**src/rtl/vx_dcache_req_throttle_pkg.sv**
```systemverilog
`default_nettype none
// vx_dcache_req_throttle_pkg: shared types and helpers for the dcache request throttle.
// Rev 1.0
package vx_dcache_req_throttle_pkg;

  typedef enum logic [1:0] {
    DRN_RUN      = 2'd0,
    DRN_DRAINING = 2'd1,
    DRN_DRAINED  = 2'd2
  } drain_state_t;

  // Pending-counter width able to hold the value max_pending itself.
  function automatic int pend_width(input int max_pending);
    return $clog2(max_pending + 1);
  endfunction

endpackage
`default_nettype wire

```
**src/rtl/vx_req_skid_buf.sv**
```systemverilog
`default_nettype none
// vx_req_skid_buf: 2-entry valid/ready skid buffer, 1-cycle latency, full throughput.
// Rev 1.0
module vx_req_skid_buf #(
  parameter int DATAW = 8
) (
  input  logic             clk,
  input  logic             reset,
  input  logic             in_valid,
  input  logic [DATAW-1:0] in_data,
  output logic             in_ready,
  output logic             out_valid,
  output logic [DATAW-1:0] out_data,
  input  logic             out_ready,
  output logic             empty
);

  logic             skid_valid;
  logic [DATAW-1:0] skid_data;
  logic             out_load;

  // Ready depends only on registered state so upstream sees no combinational path.
  assign in_ready = ~skid_valid;
  assign empty    = ~out_valid & ~skid_valid;
  assign out_load = out_ready | ~out_valid;

  always_ff @(posedge clk) begin
    if (reset) begin
      out_valid  <= 1'b0;
      skid_valid <= 1'b0;
    end else if (out_load) begin
      if (skid_valid) begin
        out_valid  <= 1'b1;
        skid_valid <= 1'b0;
      end else begin
        out_valid <= in_valid;
      end
    end else if (in_valid) begin
      skid_valid <= 1'b1;
    end
  end

  always_ff @(posedge clk) begin
    if (out_load) begin
      out_data <= skid_valid ? skid_data : in_data;
    end else if (in_valid && !skid_valid) begin
      skid_data <= in_data;
    end
  end

endmodule
`default_nettype wire

```
**src/rtl/vx_dcache_req_throttle.sv**
```systemverilog
`default_nettype none
// vx_dcache_req_throttle: per-lane registered dcache requests with outstanding-read cap,
// drain handshake and perf counters.  Rev 1.0
module vx_dcache_req_throttle
  import vx_dcache_req_throttle_pkg::*;
#(
  parameter int NUM_REQS    = 4,
  parameter int ADDR_WIDTH  = 30,
  parameter int DATA_SIZE   = 4,
  parameter int TAG_WIDTH   = 8,
  parameter int MAX_PENDING = 16,
  parameter int CTR_BITS    = 44
) (
  input  logic                              clk,
  input  logic                              reset,
  input  logic [NUM_REQS-1:0]               core_req_valid,
  input  logic [NUM_REQS-1:0]               core_req_rw,
  input  logic [NUM_REQS*ADDR_WIDTH-1:0]    core_req_addr,
  input  logic [NUM_REQS*DATA_SIZE-1:0]     core_req_byteen,
  input  logic [NUM_REQS*DATA_SIZE*8-1:0]   core_req_data,
  input  logic [NUM_REQS*TAG_WIDTH-1:0]     core_req_tag,
  output logic [NUM_REQS-1:0]               core_req_ready,
  output logic [NUM_REQS-1:0]               mem_req_valid,
  output logic [NUM_REQS-1:0]               mem_req_rw,
  output logic [NUM_REQS*ADDR_WIDTH-1:0]    mem_req_addr,
  output logic [NUM_REQS*DATA_SIZE-1:0]     mem_req_byteen,
  output logic [NUM_REQS*DATA_SIZE*8-1:0]   mem_req_data,
  output logic [NUM_REQS*TAG_WIDTH-1:0]     mem_req_tag,
  input  logic [NUM_REQS-1:0]               mem_req_ready,
  input  logic [NUM_REQS-1:0]               mem_rsp_valid,
  input  logic [NUM_REQS*DATA_SIZE*8-1:0]   mem_rsp_data,
  input  logic [NUM_REQS*TAG_WIDTH-1:0]     mem_rsp_tag,
  output logic [NUM_REQS-1:0]               mem_rsp_ready,
  output logic [NUM_REQS-1:0]               core_rsp_valid,
  output logic [NUM_REQS*DATA_SIZE*8-1:0]   core_rsp_data,
  output logic [NUM_REQS*TAG_WIDTH-1:0]     core_rsp_tag,
  input  logic [NUM_REQS-1:0]               core_rsp_ready,
  input  logic                              drain_req,
  output logic                              drained,
  output logic [CTR_BITS-1:0]               perf_loads,
  output logic [CTR_BITS-1:0]               perf_stores,
  output logic [CTR_BITS-1:0]               perf_load_lat,
  output logic [CTR_BITS-1:0]               perf_throttle_stalls
);

  localparam int PEND_W = pend_width(MAX_PENDING);
  localparam int WORD_W = DATA_SIZE * 8;
  localparam int DATAW  = 1 + ADDR_WIDTH + DATA_SIZE + WORD_W + TAG_WIDTH;
  localparam logic [PEND_W-1:0] PEND_MAX = PEND_W'(MAX_PENDING);

  drain_state_t                     state;
  logic [NUM_REQS-1:0]              skid_ready;
  logic [NUM_REQS-1:0]              skid_empty;
  logic [NUM_REQS-1:0]              req_fire;
  logic [NUM_REQS-1:0]              rd_fire;
  logic [NUM_REQS-1:0]              wr_fire;
  logic [NUM_REQS-1:0]              rsp_fire;
  logic [NUM_REQS-1:0]              lane_stall;
  logic [NUM_REQS-1:0]              pend_zero_nxt;
  logic [NUM_REQS-1:0][PEND_W-1:0]  pend_all;
  logic                             all_idle;
  logic [CTR_BITS-1:0]              n_loads;
  logic [CTR_BITS-1:0]              n_stores;
  logic [CTR_BITS-1:0]              lat_sum;

  // Responses bypass the throttle entirely; only reset masks them.
  assign core_rsp_valid = reset ? '0 : mem_rsp_valid;
  assign mem_rsp_ready  = reset ? '0 : core_rsp_ready;
  assign core_rsp_data  = mem_rsp_data;
  assign core_rsp_tag   = mem_rsp_tag;

  assign rd_fire  = req_fire & ~core_req_rw;
  assign wr_fire  = req_fire &  core_req_rw;
  assign rsp_fire = core_rsp_valid & core_rsp_ready;

  for (genvar i = 0; i < NUM_REQS; i++) begin : g_lane
    logic              throttled;
    logic [PEND_W-1:0] pend;
    logic [PEND_W-1:0] pend_nxt;
    logic [DATAW-1:0]  skid_in;
    logic [DATAW-1:0]  skid_out;

    assign throttled         = ~core_req_rw[i] & (pend == PEND_MAX);
    assign core_req_ready[i] = skid_ready[i] & (state == DRN_RUN) & ~throttled;
    assign req_fire[i]       = core_req_valid[i] & core_req_ready[i];
    assign lane_stall[i]     = core_req_valid[i] & skid_ready[i] & ~core_req_ready[i];

    assign skid_in = {core_req_rw[i],
                      core_req_addr[i*ADDR_WIDTH +: ADDR_WIDTH],
                      core_req_byteen[i*DATA_SIZE +: DATA_SIZE],
                      core_req_data[i*WORD_W +: WORD_W],
                      core_req_tag[i*TAG_WIDTH +: TAG_WIDTH]};

    assign {mem_req_rw[i],
            mem_req_addr[i*ADDR_WIDTH +: ADDR_WIDTH],
            mem_req_byteen[i*DATA_SIZE +: DATA_SIZE],
            mem_req_data[i*WORD_W +: WORD_W],
            mem_req_tag[i*TAG_WIDTH +: TAG_WIDTH]} = skid_out;

    vx_req_skid_buf #(.DATAW(DATAW)) u_skid (
      .clk       (clk),
      .reset     (reset),
      .in_valid  (req_fire[i]),
      .in_data   (skid_in),
      .in_ready  (skid_ready[i]),
      .out_valid (mem_req_valid[i]),
      .out_data  (skid_out),
      .out_ready (mem_req_ready[i]),
      .empty     (skid_empty[i])
    );

    // A read fire cannot overflow: reads are refused while pend == PEND_MAX.
    always_comb begin
      pend_nxt = pend;
      if (rd_fire[i] && !rsp_fire[i]) begin
        pend_nxt = pend + PEND_W'(1);
      end else if (!rd_fire[i] && rsp_fire[i] && pend != '0) begin
        pend_nxt = pend - PEND_W'(1);
      end
    end

    always_ff @(posedge clk) begin
      if (reset) pend <= '0;
      else       pend <= pend_nxt;
    end

    assign pend_all[i]      = pend;
    assign pend_zero_nxt[i] = (pend_nxt == '0);

    a_no_rsp_underflow : assert property (@(posedge clk) disable iff (reset)
                                          !(rsp_fire[i] && pend == '0));
  end

  // Quiesce is judged on post-update counts so drained rises right after the last response.
  assign all_idle = (&pend_zero_nxt) & (&skid_empty);

  always_ff @(posedge clk) begin
    if (reset) begin
      state   <= DRN_RUN;
      drained <= 1'b0;
    end else begin
      unique case (state)
        DRN_RUN: begin
          if (drain_req) state <= DRN_DRAINING;
        end
        DRN_DRAINING: begin
          if (!drain_req) begin
            state <= DRN_RUN;
          end else if (all_idle) begin
            state   <= DRN_DRAINED;
            drained <= 1'b1;
          end
        end
        DRN_DRAINED: begin
          if (!drain_req) begin
            state   <= DRN_RUN;
            drained <= 1'b0;
          end
        end
        default: begin
          state   <= DRN_RUN;
          drained <= 1'b0;
        end
      endcase
    end
  end

  always_comb begin
    n_loads  = '0;
    n_stores = '0;
    lat_sum  = '0;
    for (int i = 0; i < NUM_REQS; i++) begin
      n_loads  = n_loads  + CTR_BITS'(rd_fire[i]);
      n_stores = n_stores + CTR_BITS'(wr_fire[i]);
      lat_sum  = lat_sum  + CTR_BITS'(pend_all[i]);
    end
  end

  always_ff @(posedge clk) begin
    if (reset) begin
      perf_loads           <= '0;
      perf_stores          <= '0;
      perf_load_lat        <= '0;
      perf_throttle_stalls <= '0;
    end else begin
      perf_loads    <= perf_loads + n_loads;
      perf_stores   <= perf_stores + n_stores;
      perf_load_lat <= perf_load_lat + lat_sum;
      if (|lane_stall) perf_throttle_stalls <= perf_throttle_stalls + CTR_BITS'(1);
    end
  end

endmodule
`default_nettype wire

```
**config.mk**
```make
export PLATFORM = sky130hd
export DESIGN_NAME = vx_dcache_req_throttle
export DESIGN_NICKNAME = d
export VERILOG_FILES = /design/src/rtl/vx_dcache_req_throttle_pkg.sv /design/src/rtl/vx_req_skid_buf.sv /design/src/rtl/vx_dcache_req_throttle.sv
export SDC_FILE = /design/constraint.sdc
export NUM_CORES = 1
export LEC_CHECK = 0
export BUFFER_PORTS_ARGS = -buffer_cell sky130_fd_sc_hd__buf_2
export CAP_MARGIN = 10
export CORE_AREA = 2 2 442 444
export DETAILED_ROUTE_END_ITERATION = 8
export DIE_AREA = 0 0 444 446
export GPL_TIMING_DRIVEN = 0
export PLACE_DENSITY = 0.35
export SYNTH_ARGS = -nofsm -noshare
export SYNTH_HDL_FRONTEND = slang
export SYNTH_SLANG_ARGS = --single-unit
```
**constraint.sdc**
```tcl
create_clock -name clk -period 31 [get_ports clk]
set_input_delay 9.3 -clock clk [delete_from_list [all_inputs] [get_ports clk]]
set_output_delay 9.3 -clock clk [all_outputs]
set_load 0.01 [all_outputs]
```
# ---- Word-level counts from Yosys, hierarchy flattened
# Index checks and enable logic that the tools add are counted.
# W data, S select, Z words.
dict set report op_classes {
  add_sub_neg 21
  bitwise 62
  n_mux 27
  eq_ne 11
  reduce_logical 50
}
# op n
set op_table {}
lappend op_table {{$mux W75} 4}
lappend op_table {{$add A44 B4 Y44} 2}
lappend op_table {{$add A44 B1 Y44 const B} 1}
lappend op_table {{$add A44 B8 Y44} 1}
lappend op_table {{$mux W5} 8}
lappend op_table {{$and A1 B1 Y1} 29}
lappend op_table {{$not A1 Y1} 25}
lappend op_table {{$add A5 B1 Y5 const B} 4}
lappend op_table {{$eq A5 B5 Y1 const B} 4}
lappend op_table {{$logic_not A5 Y1} 4}
lappend op_table {{$reduce_bool A5 Y1} 4}
lappend op_table {{$sub A5 B1 Y5 const B} 4}
lappend op_table {{$logic_and A1 B1 Y1} 16}
lappend op_table {{$and A4 B4 Y4} 3}
lappend op_table {{$logic_not A1 Y1} 12}
lappend op_table {{$reduce_and A4 Y1} 3}
lappend op_table {{$add A3 B1 Y4} 2}
lappend op_table {{$add A7 B5 Y8} 1}
lappend op_table {{$mux W2} 4}
lappend op_table {{$mux W4} 2}
lappend op_table {{$ne A2 B2 Y1 const B} 4}
lappend op_table {{$reduce_and A2 Y1} 4}
lappend op_table {{$reduce_or A2 Y1} 4}
lappend op_table {{$add A6 B5 Y7} 1}
lappend op_table {{14 further kinds} 25}
dict set report word_totals {
  in_bits 479
  ff_bits 807
  output_inout_bits 653
  elab_cells 197
}

# ---- Logic depth before layout (Yosys ltp)
dict set report depth {
  ltp_word 17
  ltp_mapped 17
}

# ---- Hierarchy
# A second synthesis with hierarchy kept.
dict set report unflattened {
  hier_cells 2341
  area_unflattened_um2 33472.1
}
# mod area_per_inst_um2 seq_area_each_um2 n_inst cells_each
set by_module_without_submodules {}
lappend by_module_without_submodules {vx_req_skid_buf 5510.3 4544.4 4 243}
lappend by_module_without_submodules {vx_dcache_req_throttle 11431.0 3983.8 1 1369}

# ---- Worst setup path before layout
# No wires, ideal clock.
dict set report synth_timing {
  kind {input to output}
  startpoint {in core_req_rw[3]}
  endpoint {out core_req_ready[3]}
  arrival_time_ps 9951
  slack_ps 11749
  t_required_ps 21700
  cell_stages 4
  path_cell_list {clkbuf_1 nand2b_1 o21ai_0 nor2_1}
}
dict set report synth_via {
  elab_chain_len 4
}
# item line
set synth_lines {}
lappend synth_lines {{from (decl)} vx_dcache_req_throttle.sv:17} ;# input logic [NUM_REQS-1:0] core_req_rw,
lappend synth_lines {{$not A1 Y1} vx_dcache_req_throttle.sv:83} ;# assign throttled = ~core_req_rw[i] & (pend == PEND_MAX);
lappend synth_lines {{$and A1 B1 Y1} vx_dcache_req_throttle.sv:83}
lappend synth_lines {{$not A1 Y1} vx_dcache_req_throttle.sv:84} ;# assign core_req_ready[i] = skid_ready[i] & (state == DRN_RUN) & ~throttled;
lappend synth_lines {{$and A1 B1 Y1} vx_dcache_req_throttle.sv:84}
lappend synth_lines {{to (decl)} vx_dcache_req_throttle.sv:22} ;# output logic [NUM_REQS-1:0] core_req_ready,
# Every way passes these cells.

# ---- Worst setup path in the final report
dict set report layout_timing {
  startpoint {in reset}
  endpoint {out mem_rsp_ready[3]}
}
dict set report layout_via {
  elab_chain_len 1
}
# item line
set layout_lines {}
lappend layout_lines {{from (decl)} vx_dcache_req_throttle.sv:15} ;# input logic reset,
lappend layout_lines {{$mux W4} vx_dcache_req_throttle.sv:68} ;# assign mem_rsp_ready = reset ? '0 : core_rsp_ready;
lappend layout_lines {{to (decl)} vx_dcache_req_throttle.sv:33} ;# output logic [NUM_REQS-1:0] mem_rsp_ready,
# Every way passes these cells.

==> impl_results.md <==
* Outcome: finished clean
* Synth top cells by count: edfxtp_1 (600), mux2_2 (299), nor2_1 (208)
* Layout fillers at just over 20000
* Clock Sinks at ~810
* Worst-path maximum fanout at 11
* Latest clock arrival within the worst-skew pair at about 0.75 ns
* Final setup viols at 0
* I/O Buffers at about 1000
* Post-synth top area share at 54.2%
* Area leader, netlist: edfxtp_1
* DRC viols at 0
* CTS Buf Count at slightly above 100
* Yosys warnings at 0
* Max incr delay on CP at between 0.7 and 0.8 ns
* Switching power at roughly 0.00070 W
* H-tree levels at 3
* Clock network power share at about 44%
* Final worst-path cycle share at between 60 and 70%
* RSZ-0062 raised after global routing: false
* Pwr Density at 60.2 nW/um^2
* Worst rel slew slack at around 30%
* Top-count cell post-synth: edfxtp_1
* Core area at 194000 sq um
* Largest net degree at the start of global routing at 57
* Worst EP arrival at 11.21 ns
* Fin Clk Skew at about 0.052 ns
* Global route overflow at 0
* Setup slack after layout at approximately 10 ns
* Initial core utilization at 17.2%
* Final Max Tran Viols at 0
* Layout cells sized above 1 at a little under half
* Post-placement worst setup slack at around 10 ns
* Cell Int Power at slightly above 0.002 W
* ANT nets after route at 0
* # rows at 162
* Worst hold path cell count at 2
* Net Sw Frac at 25.7%
* Die Y-Extent at between 400 and 500 um
* DR WL/cell at around 20 um
* Dpl hpwl at ~96000 um
* EDFF count, synth at 600
* DIE AREA at approximately 200000 sq um
* Max-cap violation count at 0
* Synth top area cells: edfxtp_1 (54%), dfxtp_1 (12%), mux2_2 (10%)
* Synth Cell Area at 33200 sq um
* Initial antenna violation count at 34
* Multi-input logic area at approximately 9300 sq um
* Setup TNS at 0 ns
* Layout net count at 3959
* Synth Area per Inst at between 10 and 15 sq um
* HP Class: flop to flop
* First-pass GRT wire length at roughly 170000 um
* Final GP Congestion at 0.780
* 1st-pass router iterations at 5
* Post-synthesis register bit count at roughly 810
* Num ports at 1132
* Seq/Total Area, Yosys at between 60% and 70%
* Critical path startpoint category: primary input
* CTS tree: built
* Clk root buf: clkbuf_16
* Setup bufs post-CTS at 0
* Crit. End Element: output pin
* Final min period at between 20 and 25 ns
* Cts repair resizes at 0
* Number of global-route vias before repair at around 22000
* Pleak at 17.7 nW
* Asr flop ratio synth at 0%
* GRT Overall Usage at a little under an eighth
* Starting DRT DRC Count at between 1000 and 1500
* Setup CP Type: primary input to output pin
* Clock Path Buffers at 3
* Slew @ Worst Pin at about 1.0 ns
* Ys flop type: edfxtp_1
* Vias at roughly 22000
* Hold Fails Final Rpt at 0
* FMAX at around 49 MHz
* Die X at between 400 and 500 um
* Flop pwr share at a little under half
* Cell variety after synth at 69
* FF/Latch Area at around 22000 sq um
* Syn Inst Count at 2322
* Reg clk slew, reported paths at 0.06 ns
* Routed WL at around 120000 um
* Reg2Reg Depth at 17
* Area grow syn2layout at 35.9%
* Vias/cell at 3.70
* Post-CTS Hold Fix Bufs at 0
* Syn Nets at 2848
* Critical-path cell list: buf_2, clkbuf_1, clkbuf_1, nor2b_1, buf_2
* Slowest-stage cell, CP: clkbuf_1
* Worst endpoint required time at approximately 22 ns
* Power share of the combinational group at a little over a tenth
* VDD IR max at approximately 0.000047 V
-- worst paths after layout --
path | from | to | slack, ns
max | reset | mem_rsp_ready[3] | 10.49
min | perf_load_lat[43] | perf_load_lat[43] | 0.49
max reg2reg | g_lane[2].pend[1] | perf_stores[42] | 25.53
min reg2reg | perf_load_lat[43] | perf_load_lat[43] | 0.49
-- critical path, delay by kind of cell --
| family | cells | cell delay [ns] |
|---|---|---|
| buffers and inverters | 4 | 1.73 |
| and+or+nand+nor | 1 | 0.15 |
-- cell usage in the layout, fill, tap and decap left out, types with 20 or more instances in the layout --
master     instances
nor2_1           207
clkbuf_1          93
or3_1             22
buf_4            164
nand3_1           64
xor2_1           107
mux2_2           299
nand2_1           77
xnor2_1           55
nor2b_1           23
buf_2            974
ha_1              27
dfxtp_1          207
buf_6             25
inv_1             65
and3_1            26
clkbuf_16        103
nor3_1            25
fa_1              20
o21ai_0           38
edfxtp_1         600
a21oi_1           37
nand4_1           32
-- registers in the layout (all words and copies together), names as in the netlist --
signal and count:
g_lane.u_skid.skid_data 300, drained 1, perf_loads 44, g_lane.u_skid.skid_valid 4
perf_stores 44, perf_throttle_stalls 44, g_lane.pend 20, g_lane.u_skid.out_valid 4
perf_load_lat 44, state 2, g_lane.u_skid.out_data 300
-- per-stage QoR --
step                      util, %  area (sq um)  hold WS [ns]  instances  total power (W)
final                        23.3         45100         0.494       6066          0.00272
after global routing         23.3         45100         0.513       6063          0.00285
after CTS                    23.3         45100         0.492       6059          0.00278
after detailed placement     21.6         41800         0.481       5871          0.00156
after global placement       21.3         41300         0.473       5835          0.00157
after floorplan                 -         33200         0.500       2322          0.00141
-- kinds of logic after synthesis --
logic type | count (synthesis) | synth area share [%]
AOI/OAI and AO/OA | 130 | 2.45
xor gates and xnor gates | 162 | 4.27
adders and majority gates | 47 | 2.22
buffers and inverters | 303 | 5.36
DFF | 807 | 66.7
muxes | 300 | 10.2
and+or+nand+nor | 573 | 8.82
-- routing by layer --
metal / routed length (um) / part of all wire (%) / vias to the layer above / global-route usage [%]
met4: 3040 / 2.5 / 6 / 3.95
met1: 47600 / 38 / 11000 / 13.3
met3: 6850 / 5.5 / 195 / 2.84
met2: 66200 / 53 / 710 / 22.3
li1: - / - / 10500 / -
met5: 34 / 0.027 / - / 0
-- power groups by stage --
stage	logic (W)	registers [W]	clock network, W
after floorplan	0.000137	0.00128	0
after global placement	0.000303	0.00126	0
after detailed placement	0.000307	0.00126	0
after CTS	0.000310	0.00123	0.00124
after global routing	0.000331	0.00124	0.00128
final	0.000298	0.00123	0.00118
-- layout make-up --
cell class	instances	area share, %
Timing Repair Buffer	1007	11.9
Clock inverter	44	0.995
Inverter	65	0.541
Buffer	238	3.41
Clock buffer	144	6.25
Sequential cell	807	49.1
Antenna cell	7	0.0388
Tap cell	2542	7.05
Multi-Input combinational cell	1212	20.7
Note: power is estimated with default switching activity, not from simulation.
